==> src/rtl/nibble_serial_alu_ctrl_pkg.sv <==
// Shared encodings and saturation constants for the nibble-serial ALU controller.
package nibble_serial_alu_ctrl_pkg;

    localparam logic [1:0] OP_ADD    = 2'b00;
    localparam logic [1:0] OP_SUB    = 2'b01;
    localparam logic [1:0] OP_PADDSB = 2'b10;

    typedef enum logic [1:0] {
        ST_IDLE = 2'b00,
        ST_RUN  = 2'b01,
        ST_DONE = 2'b10
    } state_e;

    localparam logic [15:0] SAT16_MAX = 16'h7FFF;
    localparam logic [15:0] SAT16_MIN = 16'h8000;
    localparam logic [3:0]  SAT4_MAX  = 4'h7;
    localparam logic [3:0]  SAT4_MIN  = 4'h8;

    // Saturated nibble for a signed 4-bit overflow; the sign of A decides the rail.
    function automatic logic [3:0] sat_nibble(input logic a_sign);
        return a_sign ? SAT4_MIN : SAT4_MAX;
    endfunction

endpackage

==> src/rtl/nibble_serial_alu_ctrl_cla.sv <==
// 4-bit carry-lookahead adder slice with group generate/propagate outputs.
module nibble_serial_alu_ctrl_cla (
    input  logic [3:0] A,
    input  logic [3:0] B,
    input  logic       Cin,
    input  logic       sub,
    output logic [3:0] Sum,
    output logic       Ovfl,
    output logic       G_group,
    output logic       P_group
);

    logic [3:0] w_b;
    logic [3:0] w_g;
    logic [3:0] w_p;
    logic [4:0] w_c;

    // Lookahead carries, sum, signed overflow and group terms.
    always_comb begin
        w_b     = B ^ {4{sub}};
        w_g     = A & w_b;
        w_p     = A ^ w_b;
        w_c[0]  = Cin | sub;
        w_c[1]  = w_g[0] | (w_p[0] & w_c[0]);
        w_c[2]  = w_g[1] | (w_p[1] & w_g[0]) | (w_p[1] & w_p[0] & w_c[0]);
        w_c[3]  = w_g[2] | (w_p[2] & w_g[1]) | (w_p[2] & w_p[1] & w_g[0])
                | (w_p[2] & w_p[1] & w_p[0] & w_c[0]);
        w_c[4]  = w_g[3] | (w_p[3] & w_c[3]);
        Sum     = w_p ^ w_c[3:0];
        Ovfl    = w_c[4] ^ w_c[3];
        G_group = w_g[3] | (w_p[3] & w_g[2]) | (w_p[3] & w_p[2] & w_g[1])
                | (w_p[3] & w_p[2] & w_p[1] & w_g[0]);
        P_group = &w_p;
    end

endmodule

==> src/rtl/nibble_serial_alu_ctrl.sv <==
// Multi-cycle saturating ADD/SUB/PADDSB unit sharing one 4-bit CLA over all nibbles.
module nibble_serial_alu_ctrl
    import nibble_serial_alu_ctrl_pkg::*;
#(
    parameter int NIBBLES = 4
) (
    input  logic                 clk,
    input  logic                 rst_n,
    input  logic                 start,
    input  logic [1:0]           op,
    input  logic [4*NIBBLES-1:0] a,
    input  logic [4*NIBBLES-1:0] b,
    output logic                 busy,
    output logic                 done,
    output logic [4*NIBBLES-1:0] result,
    output logic                 flag_en,
    output logic                 flag_z,
    output logic                 flag_v,
    output logic                 flag_n
);

    localparam int W  = 4 * NIBBLES;
    localparam int CW = (NIBBLES > 1) ? $clog2(NIBBLES) : 1;

    state_e          r_state;
    state_e          w_next;
    logic [CW-1:0]   r_cnt;
    logic            r_carry;
    logic [1:0]      r_op;
    logic [W-1:0]    r_a;
    logic [W-1:0]    r_b;
    logic [W-1:0]    r_work;
    logic [W-1:0]    r_result;
    logic            r_z;
    logic            r_v;
    logic            r_n;

    logic            w_is_sub;
    logic            w_is_paddsb;
    logic            w_last;
    logic [3:0]      w_a_nib;
    logic [3:0]      w_b_nib;
    logic            w_cin;
    logic [3:0]      w_sum;
    logic            w_ovfl;
    logic            w_gg;
    logic            w_pg;
    logic [3:0]      w_nib_out;
    logic [W-1:0]    w_work_next;
    logic [W-1:0]    w_final;

    // Word-level saturation rail chosen by the sign of operand A.
    function automatic logic [W-1:0] sat_word(input logic a_sign);
        return {a_sign, {(W-1){~a_sign}}};
    endfunction

    nibble_serial_alu_ctrl_cla u_cla (
        .A       (w_a_nib),
        .B       (w_b_nib),
        .Cin     (w_cin),
        .sub     (1'b0),
        .Sum     (w_sum),
        .Ovfl    (w_ovfl),
        .G_group (w_gg),
        .P_group (w_pg)
    );

    // Nibble select, operand conditioning, and final saturation of the working word.
    always_comb begin
        w_is_sub    = (r_op == OP_SUB);
        w_is_paddsb = (r_op == OP_PADDSB);
        w_last      = (r_cnt == CW'(NIBBLES - 1));
        w_a_nib     = r_a[4*r_cnt +: 4];
        w_b_nib     = w_is_sub ? ~r_b[4*r_cnt +: 4] : r_b[4*r_cnt +: 4];
        if (w_is_paddsb)
            w_cin = 1'b0;
        else if (r_cnt == '0)
            w_cin = w_is_sub;
        else
            w_cin = r_carry;
        w_nib_out   = (w_is_paddsb && w_ovfl) ? sat_nibble(w_a_nib[3]) : w_sum;
        w_work_next = r_work;
        w_work_next[4*r_cnt +: 4] = w_nib_out;
        w_final     = (!w_is_paddsb && w_ovfl) ? sat_word(r_a[W-1]) : w_work_next;
    end

    // State register.
    always_ff @(posedge clk) begin
        if (!rst_n)
            r_state <= ST_IDLE;
        else
            r_state <= w_next;
    end

    // Next-state and handshake outputs.
    always_comb begin
        w_next  = r_state;
        busy    = 1'b0;
        done    = 1'b0;
        flag_en = 1'b0;
        case (r_state)
            ST_IDLE: if (start) w_next = ST_RUN;
            ST_RUN: begin
                busy = 1'b1;
                if (w_last) w_next = ST_DONE;
            end
            ST_DONE: begin
                busy    = 1'b1;
                done    = 1'b1;
                flag_en = (r_op != OP_PADDSB);
                w_next  = ST_IDLE;
            end
            default: w_next = ST_IDLE;
        endcase
    end

    // Operand latch, per-nibble accumulation, carry chaining and result/flag capture.
    always_ff @(posedge clk) begin
        if (!rst_n) begin
            r_cnt    <= '0;
            r_carry  <= 1'b0;
            r_result <= '0;
            r_z      <= 1'b0;
            r_v      <= 1'b0;
            r_n      <= 1'b0;
        end else begin
            case (r_state)
                ST_IDLE: begin
                    if (start) begin
                        r_a     <= a;
                        r_b     <= b;
                        r_op    <= op;
                        r_cnt   <= '0;
                        r_carry <= 1'b0;
                        r_work  <= '0;
                    end
                end
                ST_RUN: begin
                    r_work  <= w_work_next;
                    r_carry <= w_gg | (w_pg & w_cin);
                    r_cnt   <= r_cnt + 1'b1;
                    if (w_last) begin
                        r_result <= w_final;
                        if (!w_is_paddsb) begin
                            r_z <= (w_final == '0);
                            r_v <= w_ovfl;
                            r_n <= w_final[W-1];
                        end
                    end
                end
                default: ;
            endcase
        end
    end

    assign result = r_result;
    assign flag_z = r_z;
    assign flag_v = r_v;
    assign flag_n = r_n;

endmodule

==> config.mk <==
export PLATFORM = sky130hd
export DESIGN_NAME = nibble_serial_alu_ctrl
export DESIGN_NICKNAME = d
export VERILOG_FILES = /design/src/rtl/nibble_serial_alu_ctrl_pkg.sv /design/src/rtl/nibble_serial_alu_ctrl_cla.sv /design/src/rtl/nibble_serial_alu_ctrl.sv
export SDC_FILE = /design/constraint.sdc
export NUM_CORES = 1
export LEC_CHECK = 0
export BUFFER_PORTS_ARGS = -buffer_cell sky130_fd_sc_hd__buf_2
export CAP_MARGIN = 40
export CORE_MARGIN = 3
export CORE_UTILIZATION = 40
export CTS_CLUSTER_DIAMETER = 40
export CTS_CLUSTER_SIZE = 8
export DETAILED_ROUTE_END_ITERATION = 8
export GPL_ROUTABILITY_DRIVEN = 0
export PLACE_DENSITY = 0.61
export SETUP_SLACK_MARGIN = 0.05
export SYNTH_ARGS = -nofsm -noshare
export SYNTH_HDL_FRONTEND = slang
export SYNTH_SLANG_ARGS = --single-unit
export TNS_END_PERCENT = 50
==> constraint.sdc <==
create_clock -name clk -period 4.15 [get_ports clk]
set_input_delay 1.0375 -clock clk [delete_from_list [all_inputs] [get_ports clk]]
set_output_delay 1.0375 -clock clk [all_outputs]
set_load 0.005 [all_outputs]
==> results of run 1 <==
## repair_timing
action	4_1_cts	5_1_grt
gates resized for setup	3	8
endpoints found under the setup margin	6	27
pin swaps	0	2
setup buffers	0	0
## tightest hold or removal path, cell delays in order (launching register included)
cell	delay (ns)
sky130_fd_sc_hd__dfxtp_1	0.31
sky130_fd_sc_hd__nand2_1	0.05
sky130_fd_sc_hd__a21boi_1	0.05
## worst min path at each step
stage	endpoint	cells after the start
after floorplan	result[13]$_SDFFE_PN0P_	2
after global routing	result[9]$_SDFFE_PN0P_	2
final	result[7]$_SDFFE_PN0P_	2
after global placement	result[7]$_SDFFE_PN0P_	2
after CTS	result[13]$_SDFFE_PN0P_	2
after detailed placement	result[13]$_SDFFE_PN0P_	2
## cell usage after synthesis (2+ instances only)
library cell | number | share of area
sky130_fd_sc_hd__nand3b_1 | 2 | 0.0040
sky130_fd_sc_hd__clkbuf_1 | 8 | 0.0079
sky130_fd_sc_hd__nor3_1 | 2 | 0.0026
sky130_fd_sc_hd__nand2_1 | 25 | 0.025
sky130_fd_sc_hd__and3_1 | 2 | 0.0033
sky130_fd_sc_hd__inv_1 | 16 | 0.016
sky130_fd_sc_hd__dfxtp_1 | 24 | 0.13
sky130_fd_sc_hd__buf_2 | 2 | 0.0026
sky130_fd_sc_hd__edfxtp_1 | 50 | 0.40
sky130_fd_sc_hd__o21ai_1 | 6 | 0.0079
sky130_fd_sc_hd__mux4_2 | 7 | 0.042
sky130_fd_sc_hd__nand3_1 | 7 | 0.0092
sky130_fd_sc_hd__fa_1 | 2 | 0.011
sky130_fd_sc_hd__nand2b_1 | 9 | 0.015
sky130_fd_sc_hd__o21ai_0 | 20 | 0.026
sky130_fd_sc_hd__a21o_1 | 2 | 0.0040
sky130_fd_sc_hd__a22oi_2 | 3 | 0.0099
sky130_fd_sc_hd__o211a_1 | 2 | 0.0053
sky130_fd_sc_hd__o211ai_1 | 2 | 0.0040
sky130_fd_sc_hd__a21bo_2 | 3 | 0.0079
sky130_fd_sc_hd__a21boi_1 | 2 | 0.0040
sky130_fd_sc_hd__a21oi_1 | 15 | 0.020
sky130_fd_sc_hd__buf_4 | 2 | 0.0040
sky130_fd_sc_hd__o2bb2ai_1 | 2 | 0.0046
sky130_fd_sc_hd__and2b_2 | 2 | 0.0046
sky130_fd_sc_hd__ha_1 | 12 | 0.040
sky130_fd_sc_hd__a31oi_1 | 7 | 0.012
sky130_fd_sc_hd__nor2_1 | 11 | 0.011
sky130_fd_sc_hd__and2_1 | 13 | 0.021
sky130_fd_sc_hd__o22ai_1 | 6 | 0.0099
sky130_fd_sc_hd__xnor2_1 | 7 | 0.016
sky130_fd_sc_hd__mux2i_1 | 5 | 0.013
sky130_fd_sc_hd__nor2b_1 | 15 | 0.025
sky130_fd_sc_hd__a21boi_0 | 5 | 0.0099
## cells in the final DEF (no fill, tap or decap), types with 3 or more instances in the layout
| cell type | n |
|---|---|
| sky130_fd_sc_hd__a21boi_0 | 5 |
| sky130_fd_sc_hd__a21oi_1 | 13 |
| sky130_fd_sc_hd__buf_2 | 58 |
| sky130_fd_sc_hd__nor2_1 | 11 |
| sky130_fd_sc_hd__nand2_1 | 25 |
| sky130_fd_sc_hd__xnor2_1 | 7 |
| sky130_fd_sc_hd__nand3_1 | 7 |
| sky130_fd_sc_hd__a22oi_2 | 3 |
| sky130_fd_sc_hd__o21ai_0 | 18 |
| sky130_fd_sc_hd__mux2i_1 | 3 |
| sky130_fd_sc_hd__nor2b_1 | 15 |
| sky130_fd_sc_hd__o22ai_1 | 5 |
| sky130_fd_sc_hd__nand2b_1 | 9 |
| sky130_fd_sc_hd__a21bo_2 | 3 |
| sky130_fd_sc_hd__buf_4 | 14 |
| sky130_fd_sc_hd__dfxtp_1 | 22 |
| sky130_fd_sc_hd__edfxtp_1 | 50 |
| sky130_fd_sc_hd__o21ai_1 | 7 |
| sky130_fd_sc_hd__mux4_2 | 7 |
| sky130_fd_sc_hd__ha_1 | 12 |
| sky130_fd_sc_hd__clkbuf_8 | 9 |
| sky130_fd_sc_hd__a31oi_1 | 7 |
| sky130_fd_sc_hd__inv_1 | 16 |
| sky130_fd_sc_hd__and2_1 | 13 |
## logic make-up (layout without fill, tap and decap cells)
group                    Yosys count  count (layout)  synth area share
adder cells (fa/ha/maj)           14              14           0.05020
AND/OR/NAND/NOR                  100             100            0.1499
buffers and inverters             30             104           0.03368
AO/OA/AOI/OAI                     88              88            0.1651
multiplexers                      14              14           0.06176
flip-flops                        74              74            0.5231
XOR/XNOR                           7               7           0.01618
## final cells by class
type	count	area, sq um
fill	827	4452
sequential	74	1987
multi-input combinational	223	1723
timing repair buffer	72	395.4
tap	126	157.7
clock buffer	9	123.9
clock inverter	7	77.57
inverter	16	60.06
## per-layer routing
metal	global-route usage	vias to the layer above	part of all wire
met5	0	-	0
met3	0.03421	20	0.052
met2	0.2570	79	0.46
met4	0.06175	0	0.023
li1	-	1341	-
met1	0.2297	1306	0.47
## through the flow
stage | utilization | hold WS [ns] | std cells
after floorplan | - | 0.4514 | 327
after global placement | 0.4777 | 0.4442 | 511
after detailed placement | 0.4777 | 0.4443 | 511
after CTS | 0.5011 | 0.4559 | 527
after global routing | 0.5040 | 0.4779 | 527
final | 0.5040 | 0.4523 | 527
## power groups by stage
stage | Combinational (mW) | Sequential, mW | Clock (mW)
after CTS | 0.430 | 0.835 | 0.586
after detailed placement | 0.423 | 0.852 | 0
final | 0.444 | 0.835 | 0.572
after floorplan | 0.302 | 0.847 | 0
after global placement | 0.420 | 0.851 | 0
after global routing | 0.480 | 0.839 | 0.620
## sequential cells by signal, summed over array words and instances, names as in the netlist
name / count
r_cnt: 2
r_work: 16
flag_z: 1
result: 16
r_carry: 1
flag_v: 1
flag_n: 1
r_op: 2
r_a: 16
r_state: 2
r_b: 16
==> impl_summary.md, run 1 <==
Outcome
The run finished with clean final reports.

Drt
After detailed routing, the total wire length is 8.255 mm. After detailed routing, the number of remaining DRC violations is 0. The average routed wire per standard cell is 15.66 um. The number of optimization iterations in the first detailed-route pass is 4. After detailed routing, the number of vias per cell comes to 5.211.

In this run, the number of DRC markers left after iteration 0 of detailed routing was 180. Across all layers, the routed design uses 2,746 vias. The antenna violation net count after detailed routing is 0.

Clocking
The clock tree root buffer cell is sky130_fd_sc_hd__clkbuf_8. The number of hold buffers added after CTS was 0. The clock transition time at the flip-flop clock pins of the worst setup and hold paths is 0.08 ns.

The tree built by TritonCTS fans out to 74 sinks. In this run, CTS created clock tree buffers numbering 9. The clock passes through at most 2 buffers. The clock reaches the later pin of the worst-skew pair after 0.36 ns.

In this run the number of H-tree levels came out at 3. The CTS tree is built.

Floorplanning
After floorplanning, the core was divided into 34 placement rows. The die footprint is 10,680 sq um. The number of primary I/O pins is 59.

In this run the horizontal extent of the chip is 103.3 um. In this run the vertical extent of the chip is 103.3 um. The total area inside the core boundary comes to 8976 sq um.

The starting density of the core is 0.4221.

Worst setup path
The element type at the critical path start is a register. The start point of the critical path is r_cnt[0]$_SDFFE_PN0P_. The number of buffers and inverters on the critical path is 0. The critical path is of the reg -> reg type. The startpoint identified for the worst register-to-register timing path is r_cnt[0]$_SDFFE_PN0P_. The worst stage delay on the critical path is 0.51 ns. In this run the critical register-to-register path is captured at flag_z$_SDFFE_PN0P_. The internal reg-to-reg setup slack is 0.21 ns. The required time of the critical path is 4.43 ns.

Among all stages on the critical path, the largest delay is contributed by sky130_fd_sc_hd__mux4_2. Data arrives at the worst endpoint at 4.22 ns. The worst setup path is captured at a register.

The endpoint of the worst setup timing path is flag_z$_SDFFE_PN0P_. The logic depth of the worst setup path including buffers is 14. The length in cells of the worst reg-to-reg path is 14. In this design, the largest share of critical-path delay is due to compound AO/OA/AOI/OAI gates. The signal on the critical path passes through mux4_2 -> xnor2_1 -> ha_1 -> nand2_1 -> o21ai_2 -> a21oi_2 -> fa_2 -> nand2b_1 -> o311ai_4 -> or2_1 -> mux2i_1 -> o21ai_1 -> nand4bb_1 -> o31ai_2. Along the worst path, the maximum fanout reaches 5.

STA
The count of endpoints failing hold in the final timing report is 0. Measured against its own limit, the worst slew margin works out to 0.4890. Setup violations remaining at the end of the flow were counted as 0. After layout, the worst setup slack is 0.2111 ns. The setup total negative slack is 0 ns. The final setup skew is 0.008555 ns.

The total count of max-transition violations in the final report is 0. The smallest clock period supported by the final layout is computed as 3.939 ns. At the pin with the least slew margin, the transition time is 0.7665 ns. Of the available clock period, the critical path in the final layout requires 0.9491. Based on the critical path, the design can be clocked at up to 253.9 MHz. Setup repair after global routing left no endpoint under its margin.

Finish
The final instance area is 4524 sq um. The number of antenna diodes in the final layout is 0. The final net count is 447. The fraction of final layout cells with drive strength greater than 1 is 0.3142. Relative to the synthesized area, the layout overhead comes to 19.42%.

Logic synthesis
The top flip-flop cell by instance count after synthesis is sky130_fd_sc_hd__edfxtp_1. The post-synthesis sequential element count is 74. After synthesis, the share of flip-flops with an asynchronous set or reset is 0. The number of standard cells after synthesis is 327.

The number of distinct library cell variants in the gate-level netlist after synthesis is 63. The synthesized netlist net count is 378. The number of warnings printed during yosys synthesis is 0. The post-synthesis cell area is 3789 sq um.

Of the synthesized area, sequential elements account for 0.5231. The synthesized design contains 50 enable-type register cells. The post-synthesis area per instance is 11.59 sq um.

Global route
Entering global routing, the biggest net connects 35 pins. Across every metal layer, demand over resource in global routing totals 0.1657. The initial antenna violation count was 0. The total congestion overflow is 0.

The via count of the first global-routing pass is 2,769. The global-route wire length before repair is 13.49 mm.

Power and ir drop
The clock network fraction of total power is 0.309. The share of total power dissipated in combinational logic is 0.240. The static leakage power is 1.737 nW.

Summed over all nets, the switching power comes to 562.3 uW. VDD sags by at most 0.0002003 V. Of the total power, registers draw 0.451. The internal power of the cells totals 1.288 mW. Of the total power, the share spent switching nets is 0.3039. Power spread over the standard cell area amounts to 408.9 nW/um^2. The design draws 1.850 mW.

Placed design
The total of buffers placed on input and output ports is 58. Timing analysis after detailed placement gives a worst setup slack of -0.02625 ns. The placed standard-cell area is 4288 sq um. The HPWL after detailed placement is 6.130 mm.

Min path
The worst hold path begins at result[7]$_SDFFE_PN0P_. The worst min-delay path category is reg -> reg.

Job
The count of max-cap constraint violations is 0.
(Power assumes the default switching activity.)
==> inputs of run 2 (changes only) <==
--- a/config.mk
+++ b/config.mk
@@ -13,6 +13,7 @@
 export CTS_CLUSTER_SIZE = 8
 export DETAILED_ROUTE_END_ITERATION = 8
 export GPL_ROUTABILITY_DRIVEN = 0
+export MAX_ROUTING_LAYER = met4
 export PLACE_DENSITY = 0.61
 export SETUP_SLACK_MARGIN = 0.05
 export SYNTH_ARGS = -nofsm -noshare
==> impl_summary.md, run 2 (synthesis results as in run 1) <==
Outcome
Outcome: finished clean (unchanged).

Worst setup path
The worst-path maximum fanout is 5 (unchanged). Worst-path cell chain: mux4_2 -> xnor2_1 -> ha_1 -> nand2_1 -> o21ai_2 -> a21oi_2 -> fa_2 -> nand2b_1 -> o311ai_4 -> or2_1 -> mux2i_1 -> o21ai_1 -> nand4bb_1 -> o31ai_2 (unchanged). The required time of the critical path is 4.43 ns (about the same).

The slowest cell on the critical path is sky130_fd_sc_hd__mux4_2 (unchanged). The cell type group with the largest total delay on the critical path was compound AO/OA/AOI/OAI gates (unchanged). The data arrival time of the worst path is 4.22 ns (about the same). The logic depth of the worst setup path including buffers is 14 (unchanged). The worst stage delay on the critical path is 0.51 ns (about the same).

The type of destination of the critical path is a register (unchanged). The start-to-end type of the worst setup path is reg -> reg (unchanged). The total buffers and inverters traversed by the critical path is 0 (unchanged). The element type at the critical path start is a register (unchanged). The length in cells of the worst reg-to-reg path is 14 (unchanged).

Power and ir drop
The combinational power share is 0.240 (about the same). The net switching power of the design is 562.9 uW (was 562.3 uW). The net switching share of the total power is 0.3041 (was 0.3039). The static leakage power is 1.737 nW (unchanged). The power density of the placed cells was 409.1 nW/um^2 (was 408.9 nW/um^2). The relative contribution of sequential cells to total power is 0.451 (about the same). The clock network fraction of total power is 0.309 (about the same).

The total internal power is 1.288 mW (about the same). The maximum VDD drop was 0.0002003 V (about the same).

Drt
The remaining routing DRC violations is 0 (unchanged). The via count is 2,733 (was 2,746). The detailed router's first-iteration violation count is 151 (was 180).

The average vias per placed instance came to 5.186 (was 5.211). The total detailed-routing wirelength is 8.256 mm (was 8.255 mm). The number of optimization iterations in the first detailed-route pass came to 4 (unchanged). The antenna violation net count after detailed routing is 0 (unchanged). The average routed wire per standard cell is 15.67 um (was 15.66 um).

Floorplanning
The die footprint is 10,680 sq um (unchanged). The die span in x is 103.3 um (unchanged). The starting density of the core is 0.4221 (unchanged).

The count of standard-cell rows is 34 (unchanged). The number of primary I/O pins is 59 (unchanged). The floorplan core area is 8976 sq um (unchanged). The die outline height came to 103.3 um (unchanged).

Clocking
The clock tree root buffer cell is sky130_fd_sc_hd__clkbuf_8 (unchanged). The total number of clock tree sinks is 74 (unchanged). The number of buffers added for setup after CTS is 0 (unchanged). The maximum clock insertion buffer count was 2 (unchanged). The number of levels in the clock H-tree was 3 (unchanged). The number of buffers created by CTS is 9 (unchanged). The clock transition time at the flip-flop clock pins of the worst setup and hold paths came to 0.08 ns (about the same). The clock latency on the worst-skew pair came to 0.36 ns (about the same). The cts-stage hold buffer count is 0 (unchanged). The CTS tree is built (unchanged).

Min path
The worst min-delay path category is reg -> reg (unchanged). The worst hold path stage count is 2 (unchanged).

STA
Unrepaired setup endpoints after global routing: no (unchanged). The period utilization is 0.9485 (was 0.9491). The total count of max-transition violations in the final report is 0 (unchanged). The count of endpoints failing hold in the final timing report was 0 (unchanged). The final setup skew is 0.009315 ns (was 0.008555 ns).

The transition time of the tightest slew-check pin is 0.7647 ns (was 0.7665 ns). The post-layout minimum cycle time is 3.936 ns (was 3.939 ns). The final count of negative-setup-slack endpoints is 0 (unchanged). The final critical-path setup slack is 0.2138 ns (was 0.2111 ns). The upper clock frequency limit was 254.1 MHz (was 253.9 MHz).

The worst slew margin relative to its limit came to 0.4902 (was 0.4890).

Global route
The largest net degree at the start of global routing is 35 (unchanged). The total congestion overflow is 0 (unchanged). The combined global-route utilization of all metal layers is 0.1711 (was 0.1657).

The global-route wire length before repair is 13.50 mm (was 13.49 mm). The initial antenna violation count was 0 (unchanged). The via count of the first global-routing pass was 2,761 (was 2,769).

Finish
The area of all sequential standard cells is 1987 sq um (unchanged). The count of fill cells added during filler insertion is 827 (unchanged). The area taken by multi-input logic gates was 1723 sq um (unchanged). The final cell count without fillers is 527 (unchanged). The final net count is 447 (unchanged). The synthesis-to-layout area growth came to 19.42% (unchanged). The diode insertion count for antenna repair came to 0 (unchanged). The final instance area is 4524 sq um (unchanged). Commonest non-fill, non-tap cells in the layout: sky130_fd_sc_hd__buf_2, sky130_fd_sc_hd__edfxtp_1, sky130_fd_sc_hd__nand2_1, sky130_fd_sc_hd__dfxtp_1, sky130_fd_sc_hd__o21ai_0 (unchanged).

The most frequent standard cell in the layout excluding fill and tap cells is sky130_fd_sc_hd__buf_2 (unchanged). The fraction of final layout cells with drive strength greater than 1 is 0.3142 (unchanged). The post-route core utilization was 0.5040 (unchanged).

Job
The count of max-cap constraint violations is 0 (unchanged).

Placed design
The number of placed cells counting well taps was 511 (unchanged). The half-perimeter wire length after detailed placement is 6.130 mm (unchanged). The total of buffers placed on input and output ports was 58 (unchanged).

The placed standard-cell area is 4288 sq um (unchanged). The worst slack after detailed placement was -0.02625 ns (unchanged).
-- run 2: layout make-up --
cell class,count,area share
Multi-Input combinational cell,223,0.3808
Clock inverter,7,0.01715
Sequential cell,74,0.4392
Tap cell,126,0.03485
Inverter,16,0.01327
Clock buffer,9,0.02738
Timing Repair Buffer,72,0.08739
-- run 2: path summary, 6_finish.rpt --
kind                     startpoint  slack [ns]                     end
max reg2reg   r_cnt[0]$_SDFFE_PN0P_        0.21     flag_z$_SDFFE_PN0P_
max           r_cnt[0]$_SDFFE_PN0P_        0.21     flag_z$_SDFFE_PN0P_
min          result[7]$_SDFFE_PN0P_        0.45  result[7]$_SDFFE_PN0P_
min reg2reg  result[7]$_SDFFE_PN0P_        0.45  result[7]$_SDFFE_PN0P_
-- run 2: per-stage QoR --
step / TNS (ns) / total power [mW] / hold WS [ns]
global placement: 0 / 1.271 / 0.4442
finish: 0 / 1.851 / 0.4528
detailed placement: -0.05547 / 1.275 / 0.4443
global route: 0 / 1.941 / 0.4779
CTS: 0 / 1.851 / 0.4559
floorplan: 0 / 1.149 / 0.4514
-- run 2: routing by layer --
layer / vias to the layer above / track usage / share of wire
met5: - / - / 0
met4: 0 / 0.05279 / 0.017
met3: 16 / 0.04024 / 0.063
met2: 97 / 0.2560 / 0.45
met1: 1277 / 0.2318 / 0.47
li1: 1343 / - / -
-- run 2: worst reg2reg max path, stage by stage (launching register included) --
cell and delay, ns:
sky130_fd_sc_hd__dfxtp_4 0.39, sky130_fd_sc_hd__mux4_2 0.51, sky130_fd_sc_hd__xnor2_1 0.14, sky130_fd_sc_hd__ha_1 0.37, sky130_fd_sc_hd__nand2_1 0.11, sky130_fd_sc_hd__o21ai_2 0.18
sky130_fd_sc_hd__a21oi_2 0.10, sky130_fd_sc_hd__fa_2 0.38, sky130_fd_sc_hd__nand2b_1 0.24, sky130_fd_sc_hd__o311ai_4 0.35, sky130_fd_sc_hd__or2_1 0.28, sky130_fd_sc_hd__mux2i_1 0.26
sky130_fd_sc_hd__o21ai_1 0.12, sky130_fd_sc_hd__nand4bb_1 0.23, sky130_fd_sc_hd__o31ai_2 0.19
-- run 2: timing repair --
| action | CTS | global route |
|---|---|---|
| pin swaps | 0 | 2 |
| setup endpoints to repair | 6 | 27 |
| gates resized for setup | 3 | 8 |
-- run 2: power groups by stage --
stage | Clock (mW) | Sequential (mW) | Combinational, mW
after floorplan | 0 | 0.847 | 0.302
after global placement | 0 | 0.851 | 0.420
after detailed placement | 0 | 0.852 | 0.423
after CTS | 0.586 | 0.835 | 0.430
after global routing | 0.622 | 0.839 | 0.480
final | 0.572 | 0.835 | 0.444
